**src/rtl/adc_spi_reader.sv**
```systemverilog
// SPI read-frame engine answering the scan controller's ADC handshake.
// Runs one CPOL=1, MSB-first frame per start_i and pulses eoc_o with the result.
module adc_spi_reader #(
    parameter int FRAME_BITS = 16,
    parameter int DATA_WIDTH = 12,
    parameter int CLK_DIV    = 4,
    parameter int QUIET_CYC  = 4
) (
    input  logic                  clk_i,
    input  logic                  rst_ni,
    input  logic                  start_i,
    input  logic                  miso_i,
    output logic                  sclk_o,
    output logic                  cs_no,
    output logic                  busy_o,
    output logic [DATA_WIDTH-1:0] data_o,
    output logic                  eoc_o
);

    localparam int CNT_W = $clog2(2 * CLK_DIV * FRAME_BITS + QUIET_CYC + 1);
    localparam int BIT_W = $clog2(FRAME_BITS + 1);

    localparam logic [CNT_W-1:0] HALF_LAST  = CNT_W'(CLK_DIV - 1);
    localparam logic [CNT_W-1:0] QUIET_LAST = CNT_W'(QUIET_CYC - 1);
    localparam logic [BIT_W-1:0] BITS_ALL   = BIT_W'(FRAME_BITS);

    typedef enum logic [2:0] {
        IDLE,
        CSSU,
        SHIFT,
        QUIET,
        DONE
    } state_t;

    state_t                  state;
    logic [CNT_W-1:0]        cnt;
    logic [BIT_W-1:0]        bit_cnt;
    logic [FRAME_BITS-1:0]   shift_q;

    // NOTE: every output is a flop written here with <=, so no input reaches
    // an output combinationally and all state updates see pre-edge values.
    always_ff @(posedge clk_i or negedge rst_ni) begin
        if (!rst_ni) begin
            // NOTE: the datapath (shift register, result) is reset as well so a
            // frame cut short by reset can never leak partial data.
            state   <= IDLE;
            cnt     <= '0;
            bit_cnt <= '0;
            shift_q <= '0;
            sclk_o  <= 1'b1;
            cs_no   <= 1'b1;
            busy_o  <= 1'b0;
            eoc_o   <= 1'b0;
            data_o  <= '0;
        end else begin
            eoc_o <= 1'b0;
            case (state)
                IDLE: begin
                    if (start_i) begin
                        state  <= CSSU;
                        cs_no  <= 1'b0;
                        busy_o <= 1'b1;
                        cnt    <= '0;
                    end
                end

                CSSU: begin
                    if (cnt == HALF_LAST) begin
                        state   <= SHIFT;
                        sclk_o  <= 1'b0;
                        cnt     <= '0;
                        bit_cnt <= '0;
                    end else begin
                        cnt <= cnt + CNT_W'(1);
                    end
                end

                SHIFT: begin
                    if (cnt == HALF_LAST) begin
                        cnt <= '0;
                        if (!sclk_o) begin
                            // Rising SCLK: the ADC has held this bit for a full low half.
                            sclk_o  <= 1'b1;
                            shift_q <= (shift_q << 1) | FRAME_BITS'(miso_i);
                            bit_cnt <= bit_cnt + BIT_W'(1);
                        end else if (bit_cnt == BITS_ALL) begin
                            state <= QUIET;
                            cs_no <= 1'b1;
                        end else begin
                            sclk_o <= 1'b0;
                        end
                    end else begin
                        cnt <= cnt + CNT_W'(1);
                    end
                end

                QUIET: begin
                    if (cnt == QUIET_LAST) begin
                        state  <= DONE;
                        eoc_o  <= 1'b1;
                        data_o <= shift_q[DATA_WIDTH-1:0];
                        cnt    <= '0;
                    end else begin
                        cnt <= cnt + CNT_W'(1);
                    end
                end

                DONE: begin
                    state  <= IDLE;
                    busy_o <= 1'b0;
                end

                default: begin
                    state  <= IDLE;
                    sclk_o <= 1'b1;
                    cs_no  <= 1'b1;
                    busy_o <= 1'b0;
                end
            endcase
        end
    end

endmodule

```
**config.mk**
```make
export PLATFORM = sky130hd
export DESIGN_NAME = adc_spi_reader
export DESIGN_NICKNAME = d
export VERILOG_FILES = /design/src/rtl/adc_spi_reader.sv
export SDC_FILE = /design/constraint.sdc
export NUM_CORES = 1
export LEC_CHECK = 0
export BUFFER_PORTS_ARGS = -buffer_cell sky130_fd_sc_hd__clkbuf_2
export CAP_MARGIN = 20
export CELL_PAD_IN_SITES_DETAIL_PLACEMENT = 1
export CELL_PAD_IN_SITES_GLOBAL_PLACEMENT = 2
export CORE_UTILIZATION = 42
export DETAILED_ROUTE_END_ITERATION = 8
export PLACE_DENSITY = 0.89
export SYNTH_ARGS = -nofsm -noshare
export SYNTH_HDL_FRONTEND = slang
export SYNTH_SLANG_ARGS = --single-unit
```
**constraint.sdc**
```tcl
create_clock -name clk_i -period 4.8 [get_ports clk_i]
set_input_delay 0.72 -clock clk_i [delete_from_list [all_inputs] [get_ports clk_i]]
set_output_delay 0.72 -clock clk_i [all_outputs]
set_load 0.01 [all_outputs]
```
==> flow_metrics.env, run 1 <==
export IMPL_outcome="complete, no violations"
export IMPL_viasPerCell=5.445
export IMPL_slew_violations=0
export IMPL_nNetsFinal=202
export IMPL_synth_top_cell_area_share_pct=50.30
export IMPL_drv_cap=0
export IMPL_area_delta_synth_final_pct=12.81
export IMPL_synth_seq_area_share_pct=52.81
export IMPL_antenna_found_initial=0
export IMPL_r2r_start="cnt[0]$_DFFE_PN0P_"
export IMPL_grtUsageTotal_pct=18.86
export IMPL_setup_tns_ns=0
export IMPL_place_congestion=0.7493
export IMPL_vias=1432
export IMPL_synth_compound_area_share_pct=10.48
export IMPL_coreArea_um2=4755
export IMPL_fin_crit_sh_pct=50.83
export IMPL_slew_headroom_pct=52.88
export IMPL_ys_ff_latch=44
export IMPL_timing_rr_end="data_o[11]$_DFFE_PN0P_"
export IMPL_drive_gt1_share_pct=33.67
export IMPL_synth_adder_area_share_pct=1.796
export IMPL_drt_iter0_markers=53
export IMPL_placed_cell_area_um2=2221
export IMPL_synth_top_family_by_area="simple AND/OR/NAND/NOR gates"
export IMPL_wire_per_inst_um=16.99
export IMPL_dr_pass1_iters=4
export IMPL_die_w_um=72.54
export IMPL_synthArstFlopShare_pct=100.0
export IMPL_max_stage_delay_ns=0.57
export IMPL_cts_tree="done"
export IMPL_ys_warn_count=0
export IMPL_syn_area_per_cell_um2=12.01
export IMPL_synth_cell_types=46
export IMPL_num_antenna_cells=0
export IMPL_rsz0062_at_grt="false"
export IMPL_grt_pass1_vias=1504
export IMPL_synth_edf_count=0
export IMPL_clk_pin_slew_ns=0.09
export IMPL_dieHeight_um=72.54
export IMPL_reg2reg_slack_ns=2.36
export IMPL_postLayoutCellArea_um2=2357
export IMPL_drcViolationCount=0
export IMPL_power_leakage_nw=1.130
export IMPL_path_buf_inv=1
export IMPL_io_buffer_count=19
export IMPL_synthMuxAreaShare_pct=14.55
export IMPL_ff2ff_path_depth=6
export IMPL_vdd_drop_max_mv=0.2220
export IMPL_critPathCaptureType="register"
export IMPL_syn_inst=174
export IMPL_routed_wl_um=4468
export IMPL_critical_path_class="reg -> reg"
export IMPL_cp_data_required_time_ns=5.00
export IMPL_cts_buffers=5
export IMPL_grt_pass1_wl_um=7389
export IMPL_pin_count=20
export IMPL_grt_max_degree=45
export IMPL_multi_input_comb_area_um2=912.1
export IMPL_cts_setup_buffers=0
export IMPL_dp_slack_ns=2.347
export IMPL_max_freq_ghz=0.4098
export IMPL_clock_sinks=44
export IMPL_clockBufferDepth=2
export IMPL_clk_latency_ns=0.30
export IMPL_worst_setup_path_start_kind="register"
export IMPL_synthSimpleGateAreaFrac_pct=15.99
export IMPL_num_rows=25
export IMPL_synth_xor_area_share_pct=0.8383
export IMPL_syn_area_um2=2090
export IMPL_hpwl_um=3065
export IMPL_hold_class="in -> async"
export IMPL_cpLargestDelayFamily="simple AND/OR/NAND/NOR gates"
export IMPL_n_fill_cell=523
export IMPL_cts_htree_levels=2
export IMPL_p_per_area_nw_per_um2=495.0
export IMPL_clock_skew_ns=0.009624
export IMPL_ant_nets=0
export IMPL_ctsResizeCount=0
export IMPL_synth_area_leader_cell="dfrtp_1"
export IMPL_layout_min_cycle_time_ns=2.440
export IMPL_ctsHoldBuffers=0
export IMPL_synthTopCellsByArea="dfrtp_1 50%, mux2_2 8.1%, mux2_4 6.5%"
export IMPL_tightest_slew_ns=0.7055
export IMPL_seq_area_um2=1104
export IMPL_grt_overflow=0
export IMPL_initial_core_util_pct=43.95
export IMPL_root_buffer="clkbuf_8"
export IMPL_hold_viol=0
export IMPL_path_max_fanout=10
export IMPL_worst_slack_ns=2.360
export IMPL_crit_slowest_cell="or3_1"
export IMPL_synthFlopType="dfrtp_1"
export IMPL_setup_viol=0
export IMPL_hold_ws_ns=0.2833
export IMPL_crit_chain="ha_1, nor4b_4, nand2_4, or3_1, inv_2, mux2_2"
export IMPL_synth_fp_nets=181
export IMPL_arrival_ns=2.64
export IMPL_design_die_area_um2=5261
-- stage by stage --
step / util, % / power, W / cells
2_1_floorplan: - / 0.0007737 / 174
3_3_place_gp: 46.71 / 0.0008551 / 254
3_5_place_dp: 46.71 / 0.0008833 / 254
4_1_cts: 49.16 / 0.001179 / 262
5_1_grt: 49.58 / 0.001237 / 263
6_report: 49.58 / 0.001167 / 263
-- worst register-to-register path, stage by stage (launching register included) --
cell     delay, ns
dfrtp_1       0.41
ha_1          0.24
nor4b_4       0.41
nand2_4       0.14
or3_1         0.57
inv_2         0.21
mux2_2        0.35
-- state kept, by name (all words and copies together), names as in the netlist --
register and flops:
sclk_o 1, data_o 12, shift_q 12, bit_cnt 5, state 3, busy_o 1
cnt 8, eoc_o 1, cs_no 1
-- cells in the mapped netlist, drive strengths merged, types with 4 or more instances --
cell type  instances
nor3               4
mux2              24
nand2              9
nor2               8
or3                7
nand3             10
dfrtp             42
inv                7
o21ai             13
a21oi              4
-- where the power goes --
| part | internal [W] | switching (W) |
|---|---|---|
| Sequential | 0.000439 | 0.0000909 |
| Clock | 0.000157 | 0.000136 |
| Combinational | 0.000154 | 0.000191 |
-- cells in the final DEF, fill, tap and decap left out, types with 2 or more instances in the layout --
| cell | Yosys | routed |
|---|---|---|
| clkbuf_2 | 0 | 19 |
| nand2b_1 | 2 | 2 |
| xor2_1 | 2 | 2 |
| ha_1 | 3 | 3 |
| mux2_2 | 15 | 15 |
| clkinv_4 | 0 | 2 |
| mux2_4 | 9 | 9 |
| nor3_1 | 3 | 3 |
| nand3b_1 | 2 | 2 |
| a21o_1 | 3 | 3 |
| dfstp_2 | 2 | 2 |
| nor4b_1 | 2 | 2 |
| o21ai_0 | 12 | 12 |
| nor2_1 | 8 | 8 |
| or2_2 | 3 | 3 |
| nand3_1 | 10 | 10 |
| dfrtp_1 | 42 | 42 |
| clkbuf_8 | 0 | 5 |
| a21oi_1 | 4 | 4 |
| or3_1 | 7 | 7 |
| nand2_1 | 8 | 8 |
| o211ai_1 | 3 | 3 |
| inv_1 | 6 | 6 |
-- per-layer routing --
metal	track usage, %	vias to the layer above	share of wire [%]
li1	-	670	-
met1	23.50	743	44
met2	31.36	14	52
met3	4.583	5	2.3
met4	7.843	0	1.5
met5	0	-	0
-- worst max-delay path by stage --
| stage | startpoint | endpoint | slack, ns | depth (start not counted) |
|---|---|---|---|---|
| 3_3_place_gp | cnt[0]$_DFFE_PN0P_ | data_o[4]$_DFFE_PN0P_ | 2.47 | 6 |
| 3_5_place_dp | cnt[0]$_DFFE_PN0P_ | data_o[5]$_DFFE_PN0P_ | 2.35 | 6 |
| 2_1_floorplan | cnt[0]$_DFFE_PN0P_ | data_o[11]$_DFFE_PN0P_ | 2.70 | 7 |
| 6_report | cnt[0]$_DFFE_PN0P_ | data_o[11]$_DFFE_PN0P_ | 2.36 | 6 |
| 4_1_cts | cnt[0]$_DFFE_PN0P_ | data_o[11]$_DFFE_PN0P_ | 2.33 | 6 |
| 5_1_grt | cnt[0]$_DFFE_PN0P_ | data_o[11]$_DFFE_PN0P_ | 2.14 | 6 |
-- cells by family after synthesis --
family / Yosys count
simple gates: 55
flops: 44
mux: 24
fa+ha+maj: 3
xor+xnor: 2
compound gates: 33
buf+inv: 13
-- cell type report --
class	count	area share [%]
Tap cell	67	3.556
Clock buffer	5	2.919
Inverter	7	1.115
Timing Repair Buffer	20	4.883
Multi-Input combinational cell	117	38.69
Clock inverter	3	2.017
Sequential cell	44	46.82
(Power assumes the default switching activity.)
==> run 2: changes to the inputs <==
--- a/config.mk
+++ b/config.mk
@@ -5,13 +5,14 @@
 export SDC_FILE = /design/constraint.sdc
 export NUM_CORES = 1
 export LEC_CHECK = 0
+export ABC_AREA = 1
 export BUFFER_PORTS_ARGS = -buffer_cell sky130_fd_sc_hd__clkbuf_2
 export CAP_MARGIN = 20
 export CELL_PAD_IN_SITES_DETAIL_PLACEMENT = 1
 export CELL_PAD_IN_SITES_GLOBAL_PLACEMENT = 2
-export CORE_UTILIZATION = 42
+export CORE_UTILIZATION = 36
 export DETAILED_ROUTE_END_ITERATION = 8
-export PLACE_DENSITY = 0.89
+export PLACE_DENSITY = 0.86
 export SYNTH_ARGS = -nofsm -noshare
 export SYNTH_HDL_FRONTEND = slang
 export SYNTH_SLANG_ARGS = --single-unit
==> constraint.sdc (replaced) <==
create_clock -name clk_i -period 2.5 [get_ports clk_i]
set_input_delay 0.375 -clock clk_i [delete_from_list [all_inputs] [get_ports clk_i]]
set_output_delay 0.375 -clock clk_i [all_outputs]
set_load 0.01 [all_outputs]
==> run 2 against run 1 <==
- clock skew decreased by 0.0043 ns
- count of clock-buffer cells in the layout up 1
- die area rose by 19%
- total power rose by 74%
- synthesized cell count is 41% higher
- final area increased by 2.0%
- critical path type unchanged
- largest cell class unchanged
==> flow_metrics.env, run 2 <==
export IMPL_clockBufferDepth=2
export IMPL_startpoint="cnt[0]$_DFFE_PN0P_"
export IMPL_fin_crit_sh_pct=69.81
export IMPL_cts_htree_levels=2
export IMPL_final_cell_mix="78 x nand2_1, 42 x dfrtp_1, 30 x inv_1, 20 x o21ai_2, 19 x clkbuf_2"
export IMPL_vias=1625
export IMPL_vdd_drop_max_mv=0.3671
export IMPL_synth_top_cell_area_share_pct=49.21
export IMPL_initial_core_util_pct=38.09
export IMPL_clk_latency_ns=0.30
export IMPL_fin_util_pct=42.88
export IMPL_worst_setup_path_start_kind="register"
export IMPL_clk_pin_slew_ns=0.09
export IMPL_drv_cap=0
export IMPL_tightest_slew_ns=0.5647
export IMPL_synth_edf_count=0
export IMPL_timing_rr_end="data_o[11]$_DFFE_PN0P_"
export IMPL_slew_violations=0
export IMPL_final_common_cell="nand2_1"
export IMPL_synthFlopType="dfrtp_1"
export IMPL_yosysMostFrequentCell="nand2_1"
export IMPL_p_per_area_nw_per_um2=845.2
export IMPL_r2r_start="cnt[0]$_DFFE_PN0P_"
export IMPL_finalPower_w=0.002033
export IMPL_endpoint="data_o[11]$_DFFE_PN0P_"
export IMPL_area_delta_synth_final_pct=12.60
export IMPL_antenna_found_initial=0
export IMPL_syn_area_um2=2136
export IMPL_synth_area_leader_cell="dfrtp_1"
export IMPL_nNetsFinal=275
export IMPL_drt_iter0_markers=65
export IMPL_synthTopCellsByArea="dfrtp_1 49%, nand2_1 14%, o21ai_2 8.2%"
export IMPL_routed_wl_um=4296
export IMPL_ys_warn_count=0
export IMPL_ant_nets=0
export IMPL_grtUsageTotal_pct=16.14
export IMPL_hpwl_um=3095
export IMPL_num_rows=27
export IMPL_die_w_um=79.03
export IMPL_layout_min_cycle_time_ns=1.745
export IMPL_ff2ff_path_depth=9
export IMPL_outcome="complete, no violations"
export IMPL_clock_sinks=44
export IMPL_max_freq_ghz=0.5730
export IMPL_ys_ff_latch=44
export IMPL_reg2reg_slack_ns=0.75
export IMPL_cts_buffers=5
export IMPL_reg_largest_list="data_o: 12 flops, shift_q: 12 flops, cnt: 8 flops"
export IMPL_synth_common_cells="78 x nand2_1, 42 x dfrtp_1, 30 x inv_1"
export IMPL_ctsResizeCount=0
export IMPL_hold_viol=0
export IMPL_viasPerCell=4.765
export IMPL_slew_headroom_pct=62.35
export IMPL_root_buffer="clkbuf_8"
export IMPL_num_antenna_cells=0
export IMPL_cts_tree="done"
export IMPL_design_die_area_um2=6245
export IMPL_n_fill_cell=679
export IMPL_placed_cell_area_um2=2283
export IMPL_ctsHoldBuffers=0
export IMPL_synth_fp_nets=252
export IMPL_dr_pass1_iters=4
export IMPL_setup_tns_ns=0
export IMPL_drcViolationCount=0
export IMPL_cts_setup_buffers=0
export IMPL_synth_cell_types=24
export IMPL_syn_area_per_cell_um2=8.718
export IMPL_synthArstFlopShare_pct=100.0
export IMPL_setup_viol=0
export IMPL_hold_ws_ns=0.1407
export IMPL_rsz0062_at_grt="false"
export IMPL_drive_gt1_share_pct=23.42
export IMPL_io_buffer_count=19
export IMPL_clock_skew_ns=0.005324
export IMPL_grt_max_degree=45
export IMPL_critPathCaptureType="register"
export IMPL_dieHeight_um=79.03
export IMPL_arrival_ns=1.94
export IMPL_coreArea_um2=5608
export IMPL_place_congestion=0.7514
export IMPL_wire_per_inst_um=12.60
export IMPL_syn_inst=245
export IMPL_synth_seq_area_share_pct=51.67
export IMPL_pin_count=20
export IMPL_hold_class="in -> async"
export IMPL_grt_pass1_vias=1702
export IMPL_grt_pass1_wl_um=7707
export IMPL_power_leakage_nw=1.170
export IMPL_cp_data_required_time_ns=2.70
export IMPL_grt_overflow=0
export IMPL_path_max_fanout=24
export IMPL_critical_path_class="reg -> reg"
export IMPL_postLayoutCellArea_um2=2405
-- run 2: worst min path at each step --
stage	to	slack [ns]	cells after the start
floorplan	bit_cnt[0]$_DFFE_PN0P_	0.08	0
global placement	cs_no$_DFFE_PN1P_	0.45	2
detailed placement	cs_no$_DFFE_PN1P_	0.45	2
CTS	bit_cnt[2]$_DFFE_PN0P_	0.17	2
global route	busy_o$_DFFE_PN0P_	0.20	2
finish	bit_cnt[4]$_DFFE_PN0P_	0.14	2
-- run 2: cell type report --
cell class	instances	area, µm²	area share (%)
Tap cell	72	90.09	3.746
Multi-Input combinational cell	164	863.3	35.90
Clock buffer	6	82.58	3.434
Clock inverter	2	38.79	1.613
Sequential cell	44	1104	45.89
Timing Repair Buffer	20	102.6	4.266
Inverter	33	123.9	5.151
-- run 2: power breakdown --
part | total (W) | switching [W] | internal [W]
clock | 0.000582 | 0.000255 | 0.000327
sequential | 0.000882 | 0.0000807 | 0.000801
combinational | 0.000569 | 0.000390 | 0.000178
total | 0.00203 | 0.000726 | 0.00131
-- run 2: critical path, cell delays in order, from the launching register on --
cell and delay, ns:
dfrtp_1 0.42, ha_1 0.25, nand2_1 0.08, nor2_1 0.05, nand2_2 0.11, inv_2 0.09, nand2_2 0.39, inv_1 0.11
nand2_1 0.08, nand2_1 0.05
-- run 2: cells by family after synthesis --
group,after synthesis,share of synthesized area (%)
AOI/OAI and AO/OA,37,12.54
DFF,44,51.67
and+or+nand+nor,120,24.49
buffers and inverters,37,7.909
adders and majority gates,3,1.758
xor gates and xnor gates,4,1.640
-- run 2: per-stage QoR --
stage / std cells / setup slack (ns)
floorplan: 245 / 1.098
global placement: 333 / 0.8169
detailed placement: 333 / 0.7329
CTS: 341 / 0.7205
global route: 341 / 0.5528
finish: 341 / 0.7547
-- run 2: layer usage --
metal	wire [µm]	GRT usage, %
met1	2025	20.79
met2	2094	26.12
met3	106	3.793
met4	69	6.364
met5	0	0
